[config.mk]
export PLATFORM = sky130hd
export DESIGN_NAME = the_ex_stage
export DESIGN_NICKNAME = d
export VERILOG_FILES = /design/src/rtl/the_ex_stage.sv
export SDC_FILE = /design/constraint.sdc
export NUM_CORES = 1
export LEC_CHECK = 0
export CORE_ASPECT_RATIO = 1.75
export CORE_MARGIN = 3
export CORE_UTILIZATION = 40
export CTS_CLUSTER_SIZE = 10
export DETAILED_ROUTE_END_ITERATION = 10
export PLACE_DENSITY = 0.81
export SYNTH_ARGS = -nofsm -noshare
export SYNTH_HDL_FRONTEND = slang
export SYNTH_SLANG_ARGS = --single-unit
[constraint.sdc]
create_clock -name clk -period 1 [get_ports clk]
set_clock_uncertainty 0.2 [all_clocks]
set_input_delay 0.1 -clock clk [delete_from_list [all_inputs] [get_ports clk]]
set_output_delay 0.1 -clock clk [all_outputs]
set_load 0.02 [all_outputs]
[src/rtl/the_ex_stage.sv]
// EX/MEM pipeline register: captures EX results for the memory stage.
// Latency: one clk cycle from input to output; no combinational path.
// Backpressure: stall holds every output; flush loads a zero bubble and overrides stall.
module the_ex_stage #(
  parameter int DATA_W = 32,
  parameter int REG_W  = 5
) (
  input  logic              clk,
  input  logic              rst_n,
  input  logic              stall,
  input  logic              flush,
  input  logic [1:0]        ctlwb_out,
  input  logic [2:0]        ctlm_out,
  input  logic [DATA_W-1:0] adder_out,
  input  logic              aluzero,
  input  logic [DATA_W-1:0] alu_out,
  input  logic [DATA_W-1:0] readdat2,
  input  logic [REG_W-1:0]  mux_out,
  output logic [1:0]        wb_ctlout,
  output logic [2:0]        m_ctlout,
  output logic [DATA_W-1:0] add_result,
  output logic              zero,
  output logic [DATA_W-1:0] alu_result,
  output logic [DATA_W-1:0] rdata2out,
  output logic [REG_W-1:0]  five_bit_muxout
);

  logic [1:0]        wb_q,   wb_d;
  logic [2:0]        m_q,    m_d;
  logic [DATA_W-1:0] add_q,  add_d;
  logic              zero_q, zero_d;
  logic [DATA_W-1:0] alu_q,  alu_d;
  logic [DATA_W-1:0] rd2_q,  rd2_d;
  logic [REG_W-1:0]  dst_q,  dst_d;

  // Next state: flush inserts an all-zero bubble, stall recirculates, otherwise load.
  always_comb begin
    wb_d   = wb_q;
    m_d    = m_q;
    add_d  = add_q;
    zero_d = zero_q;
    alu_d  = alu_q;
    rd2_d  = rd2_q;
    dst_d  = dst_q;
    if (flush) begin
      wb_d   = '0;
      m_d    = '0;
      add_d  = '0;
      zero_d = 1'b0;
      alu_d  = '0;
      rd2_d  = '0;
      dst_d  = '0;
    end else if (!stall) begin
      wb_d   = ctlwb_out;
      m_d    = ctlm_out;
      add_d  = adder_out;
      zero_d = aluzero;
      alu_d  = alu_out;
      rd2_d  = readdat2;
      dst_d  = mux_out;
    end
  end

  // State register; reset clears everything immediately, independent of clk.
  always_ff @(posedge clk or negedge rst_n) begin
    if (!rst_n) begin
      wb_q   <= '0;
      m_q    <= '0;
      add_q  <= '0;
      zero_q <= 1'b0;
      alu_q  <= '0;
      rd2_q  <= '0;
      dst_q  <= '0;
    end else begin
      wb_q   <= wb_d;
      m_q    <= m_d;
      add_q  <= add_d;
      zero_q <= zero_d;
      alu_q  <= alu_d;
      rd2_q  <= rd2_d;
      dst_q  <= dst_d;
    end
  end

  assign wb_ctlout       = wb_q;
  assign m_ctlout        = m_q;
  assign add_result      = add_q;
  assign zero            = zero_q;
  assign alu_result      = alu_q;
  assign rdata2out       = rd2_q;
  assign five_bit_muxout = dst_q;

endmodule

# After elaboration in Yosys (flattened, before gate mapping)
# Index checks and enable logic that the tools add are counted.
[word_totals] reg_bits=107 elab_cells=22 input_bits=111
[op_classes] n_eq_ne=1 muxes=14
[op_table] op="$mux 32" n=6
[op_table] op="$mux 5" n=2
[op_table] op="$mux 3" n=2
[op_table] op="$mux 2" n=2
[op_table] op="$mux 1" n=2
[op_table] op="$ne 2x1->1 const B" n=1

# Logic depth before layout (Yosys ltp)
# Gate-level depths: netlist (run 1).
[depth] depth_word=2 ltp_mapped=5 mapped_depth_nobuf=2

# Least setup slack after synthesis (run 1)
# Ideal clock, no wire load.
[synth_path] path_type="input to register" from="in stall" to="reg add_q[0] (netlist: add_result[0])" setup_time_ns=0.132 arrival_ns=0.758 slack_ns=-0.090 path_stages=5 path_buffers=3 required_time_ns=0.668 cell_sequence="buf_4 -> buf_6 -> buf_8 -> mux2i_1 -> nor2_1"
[synth_via] elab_chain_len=1
[synth_lines] item="start, declared" line_no="10" source="input logic stall,"
[synth_lines] item="$ne 2x1->1 (no line)"
[synth_lines] item="end signal, assigned" line_no="69" source="add_q <= '0;"
[synth_lines] item="end signal, assigned" line_no="77" source="add_q <= add_d;"
[synth_lines] item="end, declared" line_no="30" source="logic [DATA_W-1:0] add_q, add_d;"
# No other way between the ends.
# A chain may end at the register's enable or synchronous reset.

# Worst setup path after layout (run 1)
[layout_path] from="reg rd2_q[5] (netlist: rdata2out[5])" to="out rdata2out[5]"
[layout_lines] item="start, declared" line_no="33" source="logic [DATA_W-1:0] rd2_q, rd2_d;"
[layout_lines] item="start signal, assigned" line_no="80" source="rd2_q <= rd2_d;"
[layout_lines] item="end, declared" line_no="24" source="output logic [DATA_W-1:0] rdata2out,"
# No word-level cell between the ends.

==> metrics.md, run 1 <==
| Metric | Value |
|---|---|
| PortBufs | 217 |
| Overall die width | 84.5 um |
| CP Max Fanout | 2 |
| Seq/Total Area, Yosys | about 62% |
| Cell Area, Synth | 4320 um^2 |
| Headroom to the max-slew limit | 82.4% |
| Clock Tree Buf Depth | 2 |
| PwrDens | roughly 1400 nW/um^2 |
| IO Count | 218 |
| Net Count, Synth | 456 |
| Ratio of cells with drive above 1 in the final layout | around 28% |
| HP Class | in2async |
| Largest net degree at the start of global routing | 50 |
| Routability cong. | around 0.74 |
| FF+latch count, synth | 107 |
| Post-place setup slack | -283 ps |
| Fin cells | 726 |
| Clock latency on the worst-skew pair | 330 ps |
| CP top delay family | flip-flops |
| Hold Worst Slack | -60.6 ps |
| CTS root buf | clkbuf_16 |
| ANT cells | 0 |
| Routed len/inst | about 16 um |
| Initial Util | 41.4% |
| First-pass GRT wire length | 19000 um |
| Reg2Reg Depth | 3 |
| R2r setup slk | -70 ps |
| Max Slew Vio Count | 0 |
| Detailed-route wire length | around 12000 um |
| Status | complete, but fails checks |
| Vias in the first global route | around 3600 |
| FMAX | 835 MHz |
| NumNets Final | 707 |
| Setup ws final | -197 ps |
| Num CTS Buffers | 9 |
| CP bufs+invs | 1 |
| Cells after DPL | 681 |
| Iteration-0 DRC Markers | 61 |
| Via Count | between 3000 and 4000 |
| Failing checks | negative hold slack, negative setup slack |
| Worst setup path startpoint | rdata2out[5] |
| Min cycle time layout | 1200 ps |
| Max-cap viol count | 0 |
| Worst-Margin Slew | 264 ps |
| Tot GR Track Use | about a fifth |
| GRT overflow | 0 |
| Final period utilization | 120% |
| Crit path cell chain | buf_6 |
| Post-route ant nets | 0 |
| Vias per inst | 4.75 |
| CP endpoint kind | output port |
| DR DRC count | 0 |
| Reg clk slew, reported paths | 70 ps |
| Final Setup Violations | 140 |
| Final Hold Fails | 21 |
| Synth-to-Final Area Change | 71.0% |
| CTS Sinks | between 100 and 150 |
| Hold buffers post-CTS | 1 |
| Mapped Cells | around 350 |
| Height of the die | 143 um |
| Crit path launch type | flop |
| Post-layout power | about 10 mW |
| Initial antenna violation count | 0 |
| Syn Area/Cell | 12.5 um^2 |
| Worst path required time | approximately 700 ps |
| DP HPWL | 8560 um |
| First-pass detailed-route iteration total | 6 |
| Reg2reg start | alu_result[11] |
| CTS tree | done |
| Crit Path Class | reg2out |
| Slowest stage delay, CP | 410 ps |
| RSZ-0062 raised after global routing | yes |
| Core outline area | 10400 um^2 |
| Pleak | 3.75 nW |
| Synth unique cells | 9 |
| H-tree lvl count | 3 |
| Arrival time worst endpoint | around 900 ps |
| Rows | 49 |
| Peak supply drop | between 1 and 1.5 mV |
| Reg-to-Reg End | alu_result[11] |
| Die area | 12100 um^2 |
| Crit-path slowest cell | dfrtp_1 |
| Synth warnings | 0 |
[power by group]
part | leakage [nW] | internal (mW) | switching, mW | total (mW)
clock network | 0.131 | 1.92 | 1.48 | 3.40
logic | 2.20 | 1.25 | 0.943 | 2.19
registers | 1.42 | 4.57 | 0.182 | 4.75
[layer usage]
layer	share of wire, %	wire length [um]	GRT usage (%)
met5	0	0	0
met4	2.7	318	7.59
met3	7.1	856	5.97
met2	54	6450	35.0
met1	36	4350	22.8
[final cells by class]
class | instances | area [um^2]
clock buffer | 10 | 229
clock inverter | 4 | 53.8
fill | 724 | 3040
multi-input combinational | 214 | 1480
sequential | 107 | 2680
tap | 127 | 159
timing repair buffer | 264 | 2780
[per-stage QoR]
step | util (%) | hold WS [ps] | setup TNS, ps | cell area [um^2]
after CTS | 69.7 | -70.3 | -19910 | 7260
after global routing | 70.8 | -70.8 | -24020 | 7380
final | 70.8 | -60.6 | -18640 | 7380
after detailed placement | 64.3 | -245 | -34160 | 6700
after floorplan | - | -396 | -311 | 4340
after global placement | 64.3 | -247 | -33470 | 6700
[flip-flops by register name (all words and copies together) (netlist names)]
register,count
add_result,32
alu_result,32
five_bit_muxout,5
m_ctlout,3
rdata2out,32
wb_ctlout,2
zero,1
[logic make-up after synthesis]
family	count (synthesis)	synth area share (%)
simple gates	107	9.30
buf+inv	24	3.85
mux	107	24.8
flops	107	62.0
[synth_stat cells]
master / n / area share (%)
dfrtp_1: 107 / 62
buf_1: 3 / 0.26
nor2_1: 107 / 9.3
clkbuf_1: 7 / 0.61
buf_4: 9 / 1.6
buf_6: 1 / 0.26
buf_2: 1 / 0.12
mux2i_1: 107 / 25
buf_8: 3 / 1.0
[timing repair]
action | 4_1_cts | 5_1_grt
hold endpoints to repair | 121 | 18
resized for setup | 643 | 8
buffers inserted | 18 | 16
setup endpoints to repair | 109 | 130
pin swaps | 0 | 12
[placed cells by master, fill, tap and decap left out]
master,Yosys,routed
buf_6,1,115
mux2i_1,107,106
bufinv_16,0,1
nor2_1,107,107
clkdlybuf4s50_1,0,107
mux2i_2,0,1
buf_12,0,8
clkinvlp_4,0,2
clkinv_4,0,1
clkbuf_1,7,1
clkbuf_16,0,9
dlygate4sd3_1,0,1
dfrtp_1,107,107
buf_4,9,33
[worst max-delay path by stage]
| stage | to | slack (ps) | depth (start not counted) |
|---|---|---|---|
| 6_report | rdata2out[5] | -200 | 1 |
| 2_1_floorplan | add_result[0] | -10 | 5 |
| 5_1_grt | alu_result[5] | -230 | 1 |
| 3_3_place_gp | rdata2out[21] | -280 | 1 |
| 4_1_cts | rdata2out[21] | -210 | 1 |
| 3_5_place_dp | rdata2out[21] | -280 | 1 |
Power figures use the tool's default switching activity.
==> inputs of run 2 (changes only) <==
--- a/config.mk
+++ b/config.mk
@@ -11,6 +11,7 @@
 export CTS_CLUSTER_SIZE = 10
 export DETAILED_ROUTE_END_ITERATION = 10
 export PLACE_DENSITY = 0.81
+export REMOVE_ABC_BUFFERS = 1
 export SYNTH_ARGS = -nofsm -noshare
 export SYNTH_HDL_FRONTEND = slang
 export SYNTH_SLANG_ARGS = --single-unit
==> run 2 against run 1 <==
  * Count of clock-buffer cells in the layout grew 2
  * Sequential cell count is the same
  * Critical path type unchanged
  * Wire length grew 12%
  * Global-route usage grew 0.85 points
  * First-iteration DRC count grew 74%
  * Die area is the same
  * The run ends with negative setup slack left
==> metrics.md, run 2 (synthesized netlist as in run 1, its figures left out) <==
| Metric | Value |
|---|---|
| Status | complete, but fails checks |
| Failing checks | negative setup slack |
| Via Count | 3594 |
| Final Setup Violations | 150 |
| Psw | 2.68 mW |
| CTS tree | done |
| CTS root buf | clkbuf_16 |
| Final Hold Fails | 0 |
| First-pass GRT wire length | 19600 um |
| Largest net degree at the start of global routing | 63 |
| FMAX | slightly above 800 MHz |
| PwrDens | 1380 nW/um^2 |
| Detailed-route wire length | 13400 um |
| Routability cong. | 0.800 |
| Commonest non-fill, non-tap cells in the layout | buf_6 (122), nor2_1 (107), dfrtp_1 (107), clkdlybuf4s50_1 (107), mux2i_1 (105) |
| Initial Util | between 40% and 50% |
| Clock latency on the worst-skew pair | roughly 340 ps |
| Ratio of cells with drive above 1 in the final layout | between 20 and 30% |
| Top sig layer | met4 |
| Arrival time worst endpoint | a little over 900 ps |
| Min cycle time layout | 1210 ps |
| Clock Power Share | 31.8% |
| Pleak | 3.80 nW |
| Internal power | about 7.6 mW |
| DP HPWL | 9320 um |
| Met2 wire length | 7630 um |
| Initial antenna violation count | 0 |
| Clock Tree Buf Depth | 2 |
| NumNets Final | roughly 700 |
| Height of the die | 143 um |
| Reg clk slew, reported paths | 70 ps |
| Crit Path Class | reg2out |
| Rows | approximately 50 |
| Iteration-0 DRC Markers | 106 |
| GRT overflow | 0 |
| HP Class | in2reg |
| Hold Worst Slack | 8.74 ps |
| Max Slew Vio Count | 0 |
| PortBufs | 217 |
| CP bufs+invs | 1 |
| CP top delay family | flip-flops |
| Vias per inst | just under 5 |
| IO Count | around 220 |
| Sw Share | 26.0% |
| Worst path required time | 700 ps |
| Worst-Margin Slew | 347 ps |
| M1 wire length | 4570 um |
| Logic pwr share | a little over a fifth |
| Final period utilization | 121% |
| Max-cap viol count | 0 |
| Headroom to the max-slew limit | 76.9% |
| Synth-to-Final Area Change | 72.9% |
| DR DRC count | 0 |
| Tot GR Track Use | a little over 20% |
| Die area | 12100 um^2 |
| Num CTS Buffers | 9 |
| Post-layout power | 10.3 mW |
| H-tree lvl count | 3 |
| RSZ-0062 raised after global routing | yes |
| Post-route ant nets | 0 |
| First-pass detailed-route iteration total | 4 |
| Crit path cell chain | buf_6 |
| Crit-path slowest cell | dfrtp_1 |
| Crit path launch type | flop |
| CTS Sinks | 107 |
| Overall die width | 84.5 um |
| CP endpoint kind | output port |
| Slowest stage delay, CP | about 420 ps |
| CP Max Fanout | 2 |
| Peak supply drop | 1.05 mV |
| Seq pwr share | between 40% and 50% |
| ANT cells | 0 |
| Met3 wire len | 596 um |
| Core outline area | 10400 um^2 |
| Routed len/inst | 18.2 um |
| Setup ws final | -209 ps |
| Most common cell after layout, fill and taps aside | buf_6 |
| Vias in the first global route | between 3000 and 4000 |
run 2: per-stage QoR:
step	setup WS [ps]	std cells	cell area (um^2)	util [%]	TNS [ps]
after floorplan	61.7	321	4150	-	0
after global placement	-268	685	6720	64.4	-32160
after detailed placement	-285	685	6720	64.4	-33760
after CTS	-219	718	7250	69.6	-20210
after global routing	-239	738	7460	71.6	-25010
final	-209	738	7460	71.6	-19690
run 2: metal layers:
layer / track usage [%] / up-vias
met4: 11.3 / 0
met1: 22.7 / 1748
met5: 0 / -
met3: 3.33 / 34
li1: - / 1661
met2: 38.0 / 151
run 2: power by group through the flow:
stage	Clock, mW	Combinational, mW	Sequential [mW]
2_1_floorplan	0	0.366	5.08
3_3_place_gp	0	2.03	4.77
3_5_place_dp	0	2.06	4.78
4_1_cts	3.37	2.18	4.75
5_1_grt	3.55	2.39	4.79
6_report	3.27	2.25	4.76
run 2: worst min-delay path, cell delays in order:
cell,delay (ps)
buf_4,110
buf_12,230
nor2_1,60
run 2: worst paths after layout:
path / from / to / slack (ps) / cells past startpoint
setup / recovery: rdata2out[30] / rdata2out[30] / -210 / 1
hold / removal: flush / add_result[16] / 9 / 3
setup reg to reg: rdata2out[26] / rdata2out[26] / -90 / 3
hold reg to reg: rdata2out[29] / rdata2out[29] / 350 / 2
max in group asynchronous: rst_n / rdata2out[11] / 160 / 3
min in group asynchronous: rst_n / add_result[16] / 110 / 3
run 2: layout make-up:
class                           count  area [um^2]
Clock buffer                       12          246
Sequential cell                   107         2680
Fill cell                         703         2960
Multi-Input combinational cell    214         1480
Tap cell                          127          159
Clock inverter                      4         26.3
Timing Repair Buffer              274         2870
run 2: what timing repair did:
action	4_1_cts	5_1_grt
setup buffers	17	24
endpoints found under the hold margin	107	0
pin swaps	1	15
gates resized for setup	645	16
setup endpoints to repair	111	129
hold buffers	1	0
==> inputs of run 3 (changes only) <==
--- a/config.mk
+++ b/config.mk
@@ -7,10 +7,10 @@
 export LEC_CHECK = 0
 export CORE_ASPECT_RATIO = 1.75
 export CORE_MARGIN = 3
-export CORE_UTILIZATION = 40
+export CORE_UTILIZATION = 43
 export CTS_CLUSTER_SIZE = 10
 export DETAILED_ROUTE_END_ITERATION = 10
-export PLACE_DENSITY = 0.81
+export PLACE_DENSITY = 0.86
 export REMOVE_ABC_BUFFERS = 1
 export SYNTH_ARGS = -nofsm -noshare
 export SYNTH_HDL_FRONTEND = slang
==> constraint.sdc (replaced) <==
create_clock -name clk -period 1.4 [get_ports clk]
set_clock_uncertainty 0.2 [all_clocks]
set_input_delay 0.14 -clock clk [delete_from_list [all_inputs] [get_ports clk]]
set_output_delay 0.14 -clock clk [all_outputs]
set_load 0.02 [all_outputs]
==> run 3 against run 2 <==
  * The run now ends clean
  * Register-to-register slack improved by 560 ps
  * Largest power group unchanged
  * Via count fell by 5.7%
  * Power decreased by 28%
  * Non-clock buffer count decreased by 42
  * Worst hold slack gained 11 ps
  * Wire length fell by 5.3%
==> metrics.md, run 3 (synthesized netlist as in run 1, its figures left out) <==
| Metric | Value |
|---|---|
| Peak supply drop | approximately 0.96 mV |
| Slowest stage delay, CP | ~380 ps |
| Num CTS Buffers | 9 |
| Pleak | 3.44 nW |
| Crit path cell chain | dlygate4sd2_1 |
| Max Slew Vio Count | 0 |
| Iteration-0 DRC Markers | 98 |
| First-pass detailed-route iteration total | 4 |
| Setup TNS | 0 ps |
| Crit path launch type | flop |
| Crit-path slowest cell | dfrtp_1 |
| Arrival time worst endpoint | 1030 ps |
| Clock latency on the worst-skew pair | around 330 ps |
| Ratio of cells with drive above 1 in the final layout | 10.2% |
| H-tree lvl count | 3 |
| Final period utilization | 98.1% |
| Die area | approximately 11000 um^2 |
| Vias per inst | 4.90 |
| Synth-to-Final Area Change | 59.4% |
| R2r setup slk | ~470 ps |
| CTS root buf | clkbuf_16 |
| FMAX | just over 700 MHz |
| Routability cong. | slightly above 0.8 |
| PortBufs | between 200 and 250 |
| Post-route ant nets | 0 |
| Routed len/inst | roughly 18 um |
| CP top delay family | flip-flops |
| Worst-Margin Slew | 305 ps |
| Max-cap viol count | 0 |
| HP Class | in2reg |
| Reg clk slew, reported paths | approximately 70 ps |
| Largest net degree at the start of global routing | 59 |
| Core outline area | roughly 9600 um^2 |
| Reg-to-Reg End | rdata2out[10] |
| Commonest non-fill, non-tap cells in the layout | mux2i_1 (107), nor2_1 (107), dfrtp_1 (107), clkdlybuf4s50_1 (107), clkdlybuf4s15_1 (78) |
| GR peak layer | met2 |
| Initial antenna violation count | 1 |
| Hold Path End | add_result[30] |
| CTS Sinks | 107 |
| Clock Tree Buf Depth | 2 |
| NumNets Final | 675 |
| Status | finished clean |
| Crit Path Class | reg2out |
| Height of the die | 139 um |
| CTS tree | done |
| Initial Util | 44.8% |
| Rows | 47 |
| Reg2Reg Depth | 2 |
| CP endpoint kind | output port |
| Met2 Use GR | 40.0% |
| First-pass GRT wire length | 19800 um |
| PwrDens | 1070 nW/um^2 |
| Headroom to the max-slew limit | around 80% |
| Fillers | 703 |
| GRT overflow | 0 |
| FF/Latch Area | 2680 um^2 |
| Overall die width | 81.7 um |
| DP HPWL | between 9000 and 10000 um |
| Final Setup Violations | 0 |
| Detailed-route wire length | 12700 um |
| Hold Crit Start | stall |
| Final Hold Fails | 0 |
| CP bufs+invs | 1 |
| Grt met3 use | ~6% |
| RSZ-0062 raised after global routing | no |
| Min cycle time layout | 1370 ps |
| Via Count | approximately 3400 |
| GR Util met1 | 24.2% |
| Layout Utilization | 71.4% |
| Vias in the first global route | 3750 |
| Tot GR Track Use | 23.2% |
| IO Count | 218 |
| Setup Buffers After CTS | 0 |
| CP Max Fanout | 2 |
| Reg2reg start | rdata2out[10] |
| Hold depth | 3 |
| Worst path required time | between 1000 and 1500 ps |
| DR DRC count | 0 |
| Multi-input gate area | between 1000 and 1500 um^2 |
[run 3: cell types whose count changed in the layout (fill, tap and decap cells not counted), sizes merged]
cell and delta:
clkdlybuf4s15 +82, diode +1, dlygate4sd3 +1, clkbuf +23
clkinvlp -1, dlygate4sd2 +3, bufinv +1, clkinv -1
buf -150
[run 3: power breakdown]
part	internal, mW	switching (mW)	leakage (nW)	total [mW]
combinational	0.675	0.669	1.86	1.34
clock	1.58	1.07	0.162	2.65
sequential	3.26	0.0947	1.42	3.36
[run 3: final cells by class]
type,instances,area share (%)
sequential,107,38.9
multi-input combinational,214,21.4
antenna,1,0.0364
clock inverter,3,0.636
clock buffer,13,4.07
timing repair buffer,232,32.7
tap,122,2.22
[run 3: per-layer routing]
metal  wire [um]  part of all wire, %  up-vias
met3         743                  5.9       41
li1            -                    -     1573
met4         745                  5.9        0
met5           0                    0        -
met1        4260                   34     1638
met2        6950                   55      136
[run 3: worst max-delay path by stage]
stage / from / to / slack (ps) / cells after the start
floorplan: add_result[0] / add_result[0] / 460 / 2
global placement: alu_result[12] / alu_result[12] / 90 / 1
detailed placement: add_result[3] / add_result[3] / 80 / 1
CTS: alu_result[4] / alu_result[4] / 0.3 / 1
global route: alu_result[5] / alu_result[5] / 0.3 / 1
finish: alu_result[21] / alu_result[21] / 30 / 1
[run 3: per-stage QoR]
stage | total power [mW] | cells | hold WS [ps] | area [um^2] | setup WS (ps)
final | 7.35 | 692 | 19.7 | 6880 | 26.0
after global routing | 7.65 | 692 | 9.07 | 6880 | 0.251
after CTS | 7.45 | 691 | 5.67 | 6940 | 0.282
after detailed placement | 4.87 | 673 | -231 | 6640 | 82.6
after global placement | 4.82 | 673 | -233 | 6640 | 89.8
after floorplan | 3.89 | 321 | -356 | 4150 | 462
[run 3: repair_timing]
action,in CTS,in global routing
endpoints found under the setup margin,107,63
hold endpoints to repair,107,0
resized for setup,173,64
hold buffers,2,0
